<file path="src/rtl/reduction_accumulator_pkg.sv">
// Shared constants for the packetised reduction unit: result bit indices,
// FSM encodings, result reset value and a helper that expands the three base reductions.
package reduction_pkg;

  localparam int RED_AND  = 5;
  localparam int RED_NAND = 4;
  localparam int RED_OR   = 3;
  localparam int RED_NOR  = 2;
  localparam int RED_XOR  = 1;
  localparam int RED_XNOR = 0;

  localparam logic [0:0] ST_ACC  = 1'b0;
  localparam logic [0:0] ST_HOLD = 1'b1;

  localparam logic [5:0] RED_RST = 6'b010101;

  // Complement bits are always derived from their base reduction.
  function automatic logic [5:0] pack_red(input logic a, input logic o, input logic x);
    logic [5:0] r;
    r           = '0;
    r[RED_AND]  = a;
    r[RED_NAND] = ~a;
    r[RED_OR]   = o;
    r[RED_NOR]  = ~o;
    r[RED_XOR]  = x;
    r[RED_XNOR] = ~x;
    return r;
  endfunction

endpackage

</file>
<file path="src/rtl/reduction_accumulator_if.sv">
// Word-in / result-out bundle for reduction_accumulator.
// Optional parity ports appear when PARITY_CHECK_EN is defined.
interface reduction_accumulator_if #(
  parameter int WIDTH     = 8,
  parameter int MAX_WORDS = 16
);
  localparam int CW = $clog2(MAX_WORDS + 1);

  // Both channels are valid/ready: a transfer happens on a rising clk edge where
  // valid && ready; the source holds payload stable while valid && !ready.
  logic             in_valid;
  logic             in_ready;
  logic [WIDTH-1:0] in_data;
  logic             in_last;
  logic             out_valid;
  logic             out_ready;
  logic [5:0]       out_red;
  logic [CW-1:0]    out_count;
  logic             out_trunc;
`ifdef PARITY_CHECK_EN
  logic             in_par_exp;
  logic             out_par_err;

  modport slave (
    input  in_valid, in_data, in_last, out_ready, in_par_exp,
    output in_ready, out_valid, out_red, out_count, out_trunc, out_par_err
  );
  modport master (
    output in_valid, in_data, in_last, out_ready, in_par_exp,
    input  in_ready, out_valid, out_red, out_count, out_trunc, out_par_err
  );
`else
  modport slave (
    input  in_valid, in_data, in_last, out_ready,
    output in_ready, out_valid, out_red, out_count, out_trunc
  );
  modport master (
    output in_valid, in_data, in_last, out_ready,
    input  in_ready, out_valid, out_red, out_count, out_trunc
  );
`endif

endinterface

</file>
<file path="src/rtl/reduction_accumulator_word.sv">
// Single-word AND/OR/XOR reduction; purely combinational.
module reduction_word #(
  parameter int WIDTH = 8
) (
  input  logic [WIDTH-1:0] data,
  output logic             w_and,
  output logic             w_or,
  output logic             w_xor
);

  assign w_and = &data;
  assign w_or  = |data;
  assign w_xor = ^data;

endmodule

</file>
<file path="src/rtl/reduction_accumulator.sv">
// Folds a packet of words into AND/NAND/OR/NOR/XOR/XNOR, word count and truncation flag.
// Optional macro PARITY_CHECK_EN adds in_par_exp / out_par_err.
module reduction_accumulator
  import reduction_pkg::*;
#(
  parameter int WIDTH     = 8,
  parameter int MAX_WORDS = 16
) (
  input  logic                    clk,
  input  logic                    rst,
  reduction_accumulator_if.slave  bus,
  output logic [0:0]              dbg_state
);

  localparam int CW = $clog2(MAX_WORDS + 1);

  logic [0:0]    state;
  logic          and_acc, or_acc, xor_acc;
  logic [CW-1:0] cnt;
  logic          w_and, w_or, w_xor;
  logic          and_nxt, or_nxt, xor_nxt;
  logic [CW-1:0] cnt_nxt;
  logic          accept, close;
  logic [5:0]    red_q;
  logic [CW-1:0] count_q;
  logic          trunc_q;

  reduction_word #(.WIDTH(WIDTH)) u_word (
    .data  (bus.in_data),
    .w_and (w_and),
    .w_or  (w_or),
    .w_xor (w_xor)
  );

  assign and_nxt = and_acc & w_and;
  assign or_nxt  = or_acc | w_or;
  assign xor_nxt = xor_acc ^ w_xor;
  assign cnt_nxt = cnt + CW'(1);
  assign accept  = bus.in_valid && bus.in_ready;
  assign close   = bus.in_last || (cnt_nxt == CW'(MAX_WORDS));

  // Handshake outputs decode state only, so out_ready never reaches in_ready.
  assign bus.in_ready  = (state == ST_ACC);
  assign bus.out_valid = (state == ST_HOLD);
  assign bus.out_red   = red_q;
  assign bus.out_count = count_q;
  assign bus.out_trunc = trunc_q;
  assign dbg_state     = state;

  always_ff @(posedge clk) begin
    if (rst) begin
      state   <= ST_ACC;
      and_acc <= 1'b1;
      or_acc  <= 1'b0;
      xor_acc <= 1'b0;
      cnt     <= '0;
      red_q   <= RED_RST;
      count_q <= '0;
      trunc_q <= 1'b0;
    end else begin
      case (state)
        ST_ACC: begin
          if (accept) begin
            if (close) begin
              red_q   <= pack_red(and_nxt, or_nxt, xor_nxt);
              count_q <= cnt_nxt;
              trunc_q <= !bus.in_last;
              and_acc <= 1'b1;
              or_acc  <= 1'b0;
              xor_acc <= 1'b0;
              cnt     <= '0;
              state   <= ST_HOLD;
            end else begin
              and_acc <= and_nxt;
              or_acc  <= or_nxt;
              xor_acc <= xor_nxt;
              cnt     <= cnt_nxt;
            end
          end
        end
        default: begin
          if (bus.out_ready) state <= ST_ACC;
        end
      endcase
    end
  end

`ifdef PARITY_CHECK_EN
  logic par_err_q;

  assign bus.out_par_err = par_err_q;

  always_ff @(posedge clk) begin
    if (rst) begin
      par_err_q <= 1'b0;
    end else if (state == ST_ACC && accept && close) begin
      par_err_q <= (xor_nxt != bus.in_par_exp);
    end
  end
`endif

endmodule

</file>
<file path="src/flat_wrapper.sv">
// flat-port wrapper written by rule: the top's interface ports become plain ports
module reduction_accumulator_flat import reduction_pkg::*;
#(
  parameter int WIDTH     = 8,
  parameter int MAX_WORDS = 16
)
  (clk, rst, dbg_state, bus_in_valid, bus_in_data, bus_in_last, bus_out_ready, bus_in_ready, bus_out_valid, bus_out_red, bus_out_count, bus_out_trunc);
  reduction_accumulator_if #(.WIDTH(WIDTH), .MAX_WORDS(MAX_WORDS)) bus_i ();
  input  logic clk;
  input  logic rst;
  output logic [0:0] dbg_state;
  input wire logic [$bits(bus_i.in_valid)-1:0] bus_in_valid;
  input wire logic [$bits(bus_i.in_data)-1:0] bus_in_data;
  input wire logic [$bits(bus_i.in_last)-1:0] bus_in_last;
  input wire logic [$bits(bus_i.out_ready)-1:0] bus_out_ready;
  output wire logic [$bits(bus_i.in_ready)-1:0] bus_in_ready;
  output wire logic [$bits(bus_i.out_valid)-1:0] bus_out_valid;
  output wire logic [$bits(bus_i.out_red)-1:0] bus_out_red;
  output wire logic [$bits(bus_i.out_count)-1:0] bus_out_count;
  output wire logic [$bits(bus_i.out_trunc)-1:0] bus_out_trunc;
  assign bus_i.in_valid = bus_in_valid;
  assign bus_i.in_data = bus_in_data;
  assign bus_i.in_last = bus_in_last;
  assign bus_i.out_ready = bus_out_ready;
  assign bus_in_ready = bus_i.in_ready;
  assign bus_out_valid = bus_i.out_valid;
  assign bus_out_red = bus_i.out_red;
  assign bus_out_count = bus_i.out_count;
  assign bus_out_trunc = bus_i.out_trunc;
  reduction_accumulator #(.WIDTH(WIDTH), .MAX_WORDS(MAX_WORDS)) u_core (.clk(clk), .rst(rst), .bus(bus_i), .dbg_state(dbg_state));
endmodule
</file>
<file path="config.mk">
export PLATFORM = sky130hd
export DESIGN_NAME = reduction_accumulator_flat
export DESIGN_NICKNAME = d
export VERILOG_FILES = /design/src/rtl/reduction_accumulator_pkg.sv /design/src/rtl/reduction_accumulator_if.sv /design/src/rtl/reduction_accumulator_word.sv /design/src/rtl/reduction_accumulator.sv /design/src/flat_wrapper.sv
export SDC_FILE = /design/constraint.sdc
export NUM_CORES = 1
export LEC_CHECK = 0
export CAP_MARGIN = 5
export CORE_MARGIN = 2
export CORE_UTILIZATION = 49
export DETAILED_ROUTE_END_ITERATION = 10
export GPL_ROUTABILITY_DRIVEN = 0
export MAX_ROUTING_LAYER = met4
export PLACE_DENSITY_LB_ADDON = 0.15
export SETUP_SLACK_MARGIN = 0.5
export SLEW_MARGIN = 10
export SYNTH_ARGS = -nofsm -noshare
export SYNTH_HDL_FRONTEND = slang
export SYNTH_HIERARCHICAL = 1
export SYNTH_SLANG_ARGS = --single-unit
</file>
<file path="constraint.sdc">
create_clock -name clk -period 2.2 [get_ports clk]
set_input_delay 0.44 -clock clk [delete_from_list [all_inputs] [get_ports clk]]
set_output_delay 0.44 -clock clk [all_outputs]
set_load 0.05 [all_outputs]
</file>
**After elaboration in Yosys (flattened, before gate mapping)**

Cells that the tools add are included.

- Add/subtract/negate cells: 1
- Multiplexer cells: 8
- Bitwise operators: 7
- Reductions and logical operators: 8
- Equal/unequal tests: 1

Operator list:

| kind | count |
|---|---|
| $reduce_and 8->1 | 1 |
| $reduce_or 8->1 | 1 |
| $reduce_xor 8->1 | 1 |
| $mux 1 | 7 |
| $add 5x1->5 const B | 1 |
| $eq 5x5->1 const B | 1 |
| $mux 5 | 1 |
| $not 1->1 | 4 |
| $reduce_and 3->1 | 1 |
| $reduce_and 2->1 | 1 |
| $and 1x1->1 | 1 |
| $logic_and 1x1->1 | 1 |
| $logic_not 1->1 | 1 |
| $logic_or 1x1->1 | 1 |
| $or 1x1->1 | 1 |
| $xor 1x1->1 | 1 |

- Register bits: 21
- Input bits: 13
- Word-level logic and storage cells: 33
- Output and inout port bits: 15

**Depth between registers and ports, before layout**

Gate-level depths: netlist (run 1).

- Depth in word-level cells: 6
- Gate-level depth with buffers: 7
- Gate-level depth less buffers: 7

**By module**

The synthesis (run 1) kept the hierarchy.

Modules (own cells, without submodules):

| module | seq. area each (sq um) | cells each | instances | area an instance (sq um) |
|---|---|---|---|---|
| reduction_accumulator | 420.4 | 110 | 1 | 1,038.5 |
| reduction_word | 0.0 | 21 | 1 | 171.4 |

**Worst setup path after synthesis (run 1)**

No wires, ideal clock.

- Path type: register to register
- From: reg u_core.state, in the netlist u_core/bus.out_valid
- To: reg u_core.count_q[0], in the netlist u_core/bus.out_count[0]
- Cell stages (with the launch flop): 5
- Setup time: 0.121 ns
- Required time: 2.079 ns
- Arrival time: 1.640 ns
- Slack: 0.438 ns
- Buffers on the path: 1
- Period minus slack after synthesis: 1.762 ns
- Cell sequence: dfxtp_1 -> and4b_1 -> buf_6 -> a21boi_4 -> mux2_4

- Longest elaborated chain between the ends: 3

RTL lines:

| what | RTL line | RTL |
|---|---|---|
| from (decl) | reduction_accumulator.sv:17 | `logic [0:0] state;` |
| from (signal assigned) | reduction_accumulator.sv:52 | `state <= ST_ACC;` |
| from (signal assigned) | reduction_accumulator.sv:72 | `state <= ST_HOLD;` |
| from (signal assigned) | reduction_accumulator.sv:82 | `if (bus.out_ready) state <= ST_ACC;` |
| $not 1->1 * | reduction_accumulator.sv:43 | `assign bus.in_ready = (state == ST_ACC);` |
| $logic_and 1x1->1 | reduction_accumulator.sv:39 | `assign accept = bus.in_valid && bus.in_ready;` |
| $reduce_and 3->1 (no line) * | - |  |
| to (signal assigned) | reduction_accumulator.sv:66 | `count_q <= cnt_nxt;` |
| to (decl) | reduction_accumulator.sv:25 | `logic [CW-1:0] count_q;` |

Every way passes the cells marked *; elsewhere a longest branch is shown, timed or not.
A chain may end at the register's enable or synchronous reset.

**Final worst setup path (run 1)**

- From: in bus_in_data[7]
- To: reg u_core.red_q[1], in the netlist u_core/bus.out_red[1]

- Longest elaborated chain between the ends: 2

RTL lines:

| what | RTL line | RTL |
|---|---|---|
| from (decl) | flat_wrapper.sv:13 | `input wire logic [$bits(bus_i.in_data)-1:0] bus_in_data;` |
| $reduce_xor 8->1 | reduction_accumulator_word.sv:13 | `assign w_xor = ^data;` |
| via u_core.w_xor | reduction_accumulator.sv:20 | `logic w_and, w_or, w_xor;` |
| $xor 1x1->1 | reduction_accumulator.sv:37 | `assign xor_nxt = xor_acc ^ w_xor;` |
| to (signal assigned) | reduction_accumulator.sv:65 | `red_q <= pack_red(and_nxt, or_nxt, xor_nxt);` |
| to (decl) | reduction_accumulator.sv:24 | `logic [5:0] red_q;` |

The timed path passes the listed nets, and every way through them passes these cells.

==> results of run 1 <==
area by class of cell:
type	instances	area share (%)
Clock buffer	3	1.43
Clock inverter	1	0.318
Inverter	10	2.39
Multi-Input combinational cell	92	46.7
Sequential cell	21	26.9
Tap cell	30	2.39
Timing Repair Buffer	37	19.8
power by group through the flow:
stage	registers [mW]	logic, mW	clock network, mW
after CTS	0.417	0.244	0.191
final	0.418	0.254	0.191
after global placement	0.425	0.247	0
after detailed placement	0.426	0.252	0
after global routing	0.422	0.272	0.213
after floorplan	0.481	0.103	0
cells in the final DEF, fill, tap and decap left out, drive strengths merged, types with 2 or more instances in the layout:
cell type      Yosys  layout
dfxtp             21      21
dlygate4sd2        0      19
nor2              10      10
buf                6      10
inv               10      10
nand2b             9       9
a21oi              9       9
ha                 9       9
o21ai              7       7
nand2              5       5
clkbuf             2       5
clkdlybuf4s50      0       4
xnor2              4       4
mux2               3       3
nand3b             3       3
nor2b              3       3
nand3              3       3
xor2               3       3
mux2i              3       3
clkdlybuf4s15      0       2
o21bai             2       2
o31ai              2       2
nor3               2       2
a211oi             2       2
o22a               2       2
o2bb2ai            2       2
nor4b              2       2
path summary, 6_finish.rpt:
check | start | end | cells past startpoint
min reg2reg | u_core/bus.out_red[2] | u_core/bus.out_red[2] | 1
max | bus_in_data[7] | u_core/bus.out_red[1] | 9
max reg2reg | u_core/cnt[0] | u_core/bus.out_count[4] | 4
min | u_core/bus.out_red[2] | u_core/bus.out_red[2] | 1
critical path: cells and delay by family:
family,cells,cell delay (ns)
simple gates,1,0.07
compound gates,1,0.15
xor+xnor,3,0.47
fa+ha+maj,1,0.33
buf+inv,3,0.41
through the flow:
stage	cell area, um2	utilization [%]	hold slack, ns
CTS	1560	64.7	0.480
global route	1570	65.2	0.495
finish	1570	65.2	0.471
detailed placement	1520	62.9	0.457
global placement	1520	62.9	0.449
floorplan	1210	-	0.440
sequential cells by signal, summed over array words and instances (netlist names):
register and cells:
u_core/cnt 5, u_core/bus.out_red 6, u_core/bus.out_count 5, u_core/xor_acc 1
u_core/bus.out_trunc 1, u_core/bus.out_valid 1, u_core/or_acc 1, u_core/and_acc 1
routing by layer:
layer | up-vias | global-route usage [%] | share of wire, % | wire (um)
met1 | 452 | 28.1 | 49 | 1210
met2 | 22 | 29.9 | 46 | 1150
li1 | 517 | - | - | -
met4 | 0 | 5.13 | 0.49 | 12
met5 | - | - | 0 | 0
met3 | 2 | 3.33 | 4.0 | 100
timing repair:
item,in CTS,in global routing
pin swaps,9,1
hold buffers,0,0
endpoints found under the setup margin,23,14
setup buffers,3,0
resized for setup,28,9
cell families after synthesis:
| family | after synthesis | synth area share [%] |
|---|---|---|
| AO/OA/AOI/OAI | 29 | 16.8 |
| XOR/XNOR | 7 | 5.07 |
| adder cells (fa/ha/maj) | 9 | 9.31 |
| buffers and inverters | 18 | 7.65 |
| flip-flops | 21 | 34.7 |
| multiplexers | 6 | 7.24 |
| AND/OR/NAND/NOR | 41 | 19.2 |
==> results.toml, run 1 <==
[placed_design]
place_hpwl_um = 1880
port-buffer-count = 27
place_inst = 187
dpl_worst_slack_ns = -0.0712

[global_route]
grt_start_max_net_pins = 21
grtUsageTotal_pct = 20.1
grt_overflow_total = 0
grt_pass1_vias = 938
antenna_found_initial = 0
grt_pass1_wl_um = 4200

[setup_path]
cp-start-kind = "input port"
crit_top_cell = "xnor2_2"
crit_fanout = 3
critPathKind = "in2reg"
critPathRequiredTime_ns = 2.40
slowest_delay_ns = 0.33
crit_arrival_ns = 1.86
end_kind = "flip-flop"
rrSetupSlack_ns = 0.58
crit_path_top_delay_cell = "ha_1"
crit_path_cell_trace = "dlygate4sd2_1, inv_1, ha_1, xnor2_2, xnor2_2, buf_4, xnor2_1, nor2_1, o22a_1"

[finish]
layout-drive-gt1-share_pct = 20.1
nFillCells = 214
stdcell_count = 194
ff_latch_area_um2 = 423
multi_input_comb_area_um2 = 734
antenna_cells = 0
fin_nets = 187
area_growth_pct = 29.9

[synthesis]
syn_inst = 131
synth_ff_type = "dfxtp_1"
synth_most_common_cell = "dfxtp_1"
synthArstFlopShare_pct = 0
synth-edff-count = 0
ys_seq_area_share_pct = 34.7
synth.avg_cell_area_um2 = 9.24
synth_cell_types = 37
netlist.area_leader.share_pct = 34.7
yosysWarnings = 6
synth_area_mm2 = 0.00121
synthTopCellsByArea = "dfxtp_1, ha_1, nand2b_1, mux2_4, a21oi_1"
syn_nets = 153
synth_top_area_cell = "dfxtp_1"
synth_common_cells = "dfxtp_1, inv_1, nor2_1"
ys_ff_latch = 21

[clock_network]
cts.sinks = 21
clock_latency_ns = 0.31
numCtsBuffers = 3
cts_max_level = 1
cts_tree = "built"
cts-root-buf = "clkbuf_4"
clk_path_buf_depth = 2
path_clk_slew_ns = 0.12

[drt]
dr.pass1.iters = 4
routed_wl_um = 2470
drtIter0Drc = 14
vias_per_cell = 5.12
vias = 993
routedWlPerCell_um = 12.7
drtAntennaViolNets = 0
drc = 0

[die]
die-area_mm2 = 0.00288
rows = 18
ioPinCount = 28
core_mm2 = 0.00241
start_util_pct = 50.2
die_h_um = 53.7
die_width_um = 53.7

[pwr]
p_clk_share_pct = 22.1
power_frac_seq_pct = 48.4
leakage_nw = 0.729
switching_share_pct = 32.5
p_per_area_mw_per_mm2 = 549
p_comb_share_pct = 29.5
totalPowerFinal_uw = 863
peakVddDrop_v = 0.000373
p_int_uw = 582
p_sw_uw = 280

[sta]
setup_tns_ns = 0
drv_slew = 0
relSlewSlack_pct = 67.1
clock_skew_ns = 0.0139
fin_crit_ns = 1.66
rsz0062_at_grt = "yes"
setup_ws_ns = 0.542
timing.final.crit_share_pct = 75.4
worstMarginPinSlew_ns = 0.495
finalHoldViolations = 0
fmax_mhz = 603
finalSetupViolCount = 0

[job]
cap_violations = 0

[min_path]
hold_path.class = "reg2reg"

[run_status]
status = "completed"
(Power assumes the default switching activity.)
==> inputs of run 2 (changes only) <==
--- a/config.mk
+++ b/config.mk
@@ -7,7 +7,7 @@
 export LEC_CHECK = 0
 export CAP_MARGIN = 5
 export CORE_MARGIN = 2
-export CORE_UTILIZATION = 49
+export CORE_UTILIZATION = 44
 export DETAILED_ROUTE_END_ITERATION = 10
 export GPL_ROUTABILITY_DRIVEN = 0
 export MAX_ROUTING_LAYER = met4
==> constraint.sdc (replaced) <==
create_clock -name clk -period 1.35 [get_ports clk]
set_input_delay 0.27 -clock clk [delete_from_list [all_inputs] [get_ports clk]]
set_output_delay 0.27 -clock clk [all_outputs]
set_load 0.05 [all_outputs]
==> run 2 against run 1 <==
The run now ends with setup timing left. Sequential share of layout area is 5.5 points lower. Register-to-register slack got worse by 0.71 ns. Hold slack got worse by 0.0032 ns. Largest power group unchanged. Clock skew down 0.0069 ns. Final area is 33% higher. First-iteration DRC count is 71% higher.
==> results.toml, run 2 (same netlist as run 1, synthesis figures left out) <==
[placed_design]
place_hpwl_um = 2300
port-buffer-count = 27

[setup_path]
cp-start-kind = "flip-flop"
critPathRequiredTime_ns = 1.55
end_kind = "flip-flop"
slowest_delay_ns = 0.38
crit_arrival_ns = 1.68
critPathKind = "reg2reg"
crit_fanout = 4
crit_path_top_delay_cell = "dfxtp_4"
crit_path_cell_trace = "ha_4, and4b_1, buf_6, a21boi_4, mux2_4"

[drt]
routed_wl_um = 2940
drtIter0Drc = 24
vias_per_cell = 5.12
drtAntennaViolNets = 0
dr.pass1.iters = 4
drc = 0
routedWlPerCell_um = 13.8
vias = 1091

[global_route]
use_met2_pct = 36.7
grtUsageMet1_pct = 25.1
grt_start_max_net_pins = 12
busiest_layer = "met2"
grt_pass1_vias = 1150
grtUsageTotal_pct = 21.2
grt_overflow_total = 0
gr-usage-met3_pct = 4.38
grt_pass1_wl_um = 5160
antenna_found_initial = 0

[clock_network]
path_clk_slew_ns = 0.12
cts_tree = "built"
ctsHoldBuffers = 0
clk_path_buf_depth = 2
numCtsBuffers = 3
cts-root-buf = "clkbuf_4"
clock_latency_ns = 0.30
cts_max_level = 1
cts.sinks = 21

[finish]
antenna_cells = 0
layout-drive-gt1-share_pct = 57.1
area_growth_pct = 72.6
largest_reg_flops = 6
fin_nets = 205
finish.utilization_pct = 77.7
final_cell_mix = "buf_4, buf_12, dfxtp_2, nor2_1, a21oi_1"
final_common_cell = "buf_4"

[sta]
drv_slew = 0
setup_ws_ns = -0.129
finalSetupViolCount = 15
relSlewSlack_pct = 81.0
worstMarginPinSlew_ns = 0.279
timing.final.crit_share_pct = 110
clock_skew_ns = 0.00694
setup_tns_ns = -0.959
fmax_mhz = 676
finalHoldViolations = 0
rsz0062_at_grt = "yes"
fin_crit_ns = 1.48

[die]
start_util_pct = 45.0
ioPinCount = 28
die-area_mm2 = 0.00319
core_mm2 = 0.00269
rows = 19
die_width_um = 56.4
die_h_um = 56.4

[pwr]
leakage_nw = 0.882
p_clk_share_pct = 19.2
peakVddDrop_v = 0.00112
p_per_area_mw_per_mm2 = 771
switching_share_pct = 31.7
p_comb_share_pct = 37.5
p_int_mw = 1.10
power_frac_seq_pct = 43.4
p_sw_uw = 510
totalPowerFinal_mw = 1.61

[min_path]
hold_path.class = "reg2reg"

[run_status]
violations = "setup timing"
status = "complete, but fails checks"

[job]
cap_violations = 0
[run 2: cell types whose count changed in the layout (fill, tap and decap cells not counted), sizes merged]
cell / delta
clkbuf: -1
dlygate4sd2: -19
clkinv: -1
clkdlybuf4s15: +3
buf: +36
[run 2: worst paths after layout]
kind                  start                 endpoint  slack (ns)  cells past startpoint
max           u_core/cnt[1]  u_core/bus.out_count[0]       -0.13                      5
min          u_core/and_acc           u_core/and_acc        0.47                      2
max reg2reg   u_core/cnt[1]  u_core/bus.out_count[0]       -0.13                      5
min reg2reg  u_core/and_acc           u_core/and_acc        0.47                      2
[run 2: area by class of cell]
type,count,area (um2)
multi-input combinational,92,876
fill,185,598
inverter,10,65.1
timing repair buffer,55,634
sequential,21,448
clock buffer,4,26.3
tap,31,38.8
[run 2: layer usage]
metal / vias to the layer above / share of wire (%)
li1: 550 / -
met1: 515 / 43
met2: 24 / 53
met3: 2 / 4.0
met4: 0 / 0.58
met5: - / 0
[run 2: timing repair]
action / 4_1_cts / 5_1_grt
setup endpoints to repair: 36 / 36
gates resized for setup: 40 / 6
pin swaps: 13 / 5
hold endpoints to repair: 0 / 0
gates cloned: 0 / 0
setup buffers: 4 / 1
[run 2: worst max-delay path, delay by kind of cell (launching register included)]
kind / cells / cell delay (ns)
and+or+nand+nor: 1 / 0.17
AOI/OAI and AO/OA: 1 / 0.22
muxes: 1 / 0.32
DFF: 1 / 0.38
adders and majority gates: 1 / 0.16
buffers and inverters: 1 / 0.12
[run 2: through the flow]
stage / setup slack [ns] / hold WS [ns] / std cells / area (um2)
floorplan: -0.219 / 0.437 / 131 / 1390
global placement: -0.699 / 0.454 / 204 / 1950
detailed placement: -0.866 / 0.457 / 204 / 1950
CTS: -0.119 / 0.475 / 212 / 2080
global route: -0.152 / 0.514 / 213 / 2090
finish: -0.129 / 0.468 / 213 / 2090
[run 2: power groups by stage]
stage / Sequential, mW / Combinational (mW) / Clock (mW)
after floorplan: 0.791 / 0.207 / 0
after global placement: 0.712 / 0.523 / 0
after detailed placement: 0.713 / 0.535 / 0
after CTS: 0.700 / 0.600 / 0.316
after global routing: 0.704 / 0.642 / 0.339
final: 0.698 / 0.603 / 0.309
==> inputs of run 3 (changes only) <==
--- a/config.mk
+++ b/config.mk
@@ -7,7 +7,7 @@
 export LEC_CHECK = 0
 export CAP_MARGIN = 5
 export CORE_MARGIN = 2
-export CORE_UTILIZATION = 44
+export CORE_UTILIZATION = 49
 export DETAILED_ROUTE_END_ITERATION = 10
 export GPL_ROUTABILITY_DRIVEN = 0
 export MAX_ROUTING_LAYER = met4
==> constraint.sdc (replaced) <==
create_clock -name clk -period 1.7 [get_ports clk]
set_input_delay 0.34 -clock clk [delete_from_list [all_inputs] [get_ports clk]]
set_output_delay 0.34 -clock clk [all_outputs]
set_load 0.05 [all_outputs]
==> run 3 against run 2 <==
The flow now finishes without violations. Utilization up 2.2 points. Highest routed layer unchanged. Final area is 7.7% lower. Maximum frequency increased by 1.2%. Die area shrank 9.5%.
==> results.toml, run 3 (same netlist as run 1, synthesis figures left out) <==
[run_status]
status = "completed"

[pwr]
p_int_uw = 814
switching_share_pct = 33.9
p_comb_share_pct = 34.2
p_sw_uw = 418
p_clk_share_pct = 21.2
peakVddDrop_v = 0.000765
power_frac_seq_pct = 44.6
p_per_area_mw_per_mm2 = 639
leakage_nw = 0.825

[finish]
layout-drive-gt1-share_pct = 58.2
final_common_cell = "buf_4"
fin_nets = 200
largest_reg_flops = 6
antenna_cells = 0
finish.utilization_pct = 80.0
area_growth_pct = 59.3
final_cell_mix = "buf_4, buf_6, dfxtp_2, nor2_1, a21oi_1"

[drt]
drtAntennaViolNets = 0
vias = 1125
drc = 0
routed_wl_um = 3300
vias_per_cell = 5.43
dr.pass1.iters = 4
drtIter0Drc = 23
routedWlPerCell_um = 15.9

[sta]
worstMarginPinSlew_ns = 0.275
fin_crit_ns = 1.46
timing.final.crit_share_pct = 86.0
setup_ws_ns = 0.238
clock_skew_ns = 0.00502
hold-worst-slack_ns = 0.490
finalSetupViolCount = 0
finalHoldViolations = 0
fmax_mhz = 684
drv_slew = 0
rsz0062_at_grt = "yes"
relSlewSlack_pct = 81.3

[job]
cap_violations = 0

[setup_path]
crit_fanout = 4
cp-start-kind = "flip-flop"
crit_arrival_ns = 1.69
critical_path.top_delay_family = "flip-flops"
path_buf_inv = 0
critPathRequiredTime_ns = 1.93
slowest_delay_ns = 0.39
critPathKind = "reg2reg"
end_kind = "flip-flop"
crit_path_cell_trace = "ha_4, and4b_2, a21boi_4, mux2_4"
crit_path_top_delay_cell = "dfxtp_4"

[global_route]
busiest_layer = "met2"
grt_pass1_wl_um = 4770
antenna_found_initial = 0
gr-usage-met3_pct = 3.61
grt_pass1_vias = 1111
grtUsageTotal_pct = 24.3
use_met2_pct = 43.1
grt_overflow_total = 0
grtUsageMet1_pct = 25.1
grt_start_max_net_pins = 15

[die]
die_width_um = 53.7
die-area_mm2 = 0.00288
start_util_pct = 50.2
die_h_um = 53.7
core_mm2 = 0.00241
rows = 18
ioPinCount = 28

[clock_network]
cts_tree = "built"
cts_max_level = 1
cts-root-buf = "clkbuf_4"
clock_latency_ns = 0.32
cts.sinks = 21
clk_path_buf_depth = 2
ctsHoldBuffers = 0
numCtsBuffers = 3
path_clk_slew_ns = 0.13

[placed_design]
place_hpwl_um = 2110
port-buffer-count = 27
dpl_worst_slack_ns = -0.511

[min_path]
hold_path.class = "reg2reg"
run 3: changes by cell type in the layout (fill, tap and decap cells not counted), sizes merged:
cell and delta:
clkbuf +1, clkdlybuf4s15 -4, buf -3, dlygate4sd2 +1
clkdlybuf4s50 -1, clkinv +1
run 3: path summary, 6_finish.rpt:
kind	start	to	slack, ns	cells after the start
min	u_core/bus.out_red[2]	u_core/bus.out_red[2]	0.49	1
max	u_core/cnt[0]	u_core/bus.out_count[4]	0.24	4
max reg2reg	u_core/cnt[0]	u_core/bus.out_count[4]	0.24	4
min reg2reg	u_core/bus.out_red[2]	u_core/bus.out_red[2]	0.49	1
run 3: metrics by stage:
stage                     total power [mW]  TNS (ns)  instances  area, um2
after global placement               0.894     -1.28        195       1660
after CTS                             1.21         0        203       1850
after floorplan                      0.782         0        131       1330
final                                 1.23         0        207       1930
after detailed placement             0.904     -1.65        195       1660
after global routing                  1.28         0        207       1930
run 3: final cells by class:
| class | count | area [um2] |
|---|---|---|
| Multi-Input combinational cell | 92 | 895 |
| Timing Repair Buffer | 50 | 455 |
| Fill cell | 160 | 483 |
| Sequential cell | 21 | 449 |
| Tap cell | 30 | 37.5 |
| Clock inverter | 1 | 5.00 |
| Inverter | 10 | 62.6 |
| Clock buffer | 3 | 22.5 |
run 3: metal layers:
metal  routed length (um)  vias up
li1                     -      545
met1                 1220      537
met2                 1860       31
met3                  110       12
met4                  107        0
met5                    0        -
run 3: power groups by stage:
stage | registers, mW | clock network, mW | logic [mW]
4_1_cts | 0.544 | 0.257 | 0.405
5_1_grt | 0.552 | 0.280 | 0.447
3_3_place_gp | 0.553 | 0 | 0.342
6_report | 0.549 | 0.261 | 0.421
2_1_floorplan | 0.624 | 0 | 0.158
3_5_place_dp | 0.554 | 0 | 0.350
run 3: worst reg2reg max path, cell delays in order (launching register included):
cell      delay (ns)
dfxtp_4         0.39
ha_4            0.17
and4b_2         0.27
a21boi_4        0.23
mux2_4          0.32
run 3: timing repair:
item / CTS / global route
gates resized for setup: 65 / 24
pin swaps: 14 / 11
setup endpoints to repair: 36 / 35
setup buffers: 4 / 4
gates cloned: 0 / 0
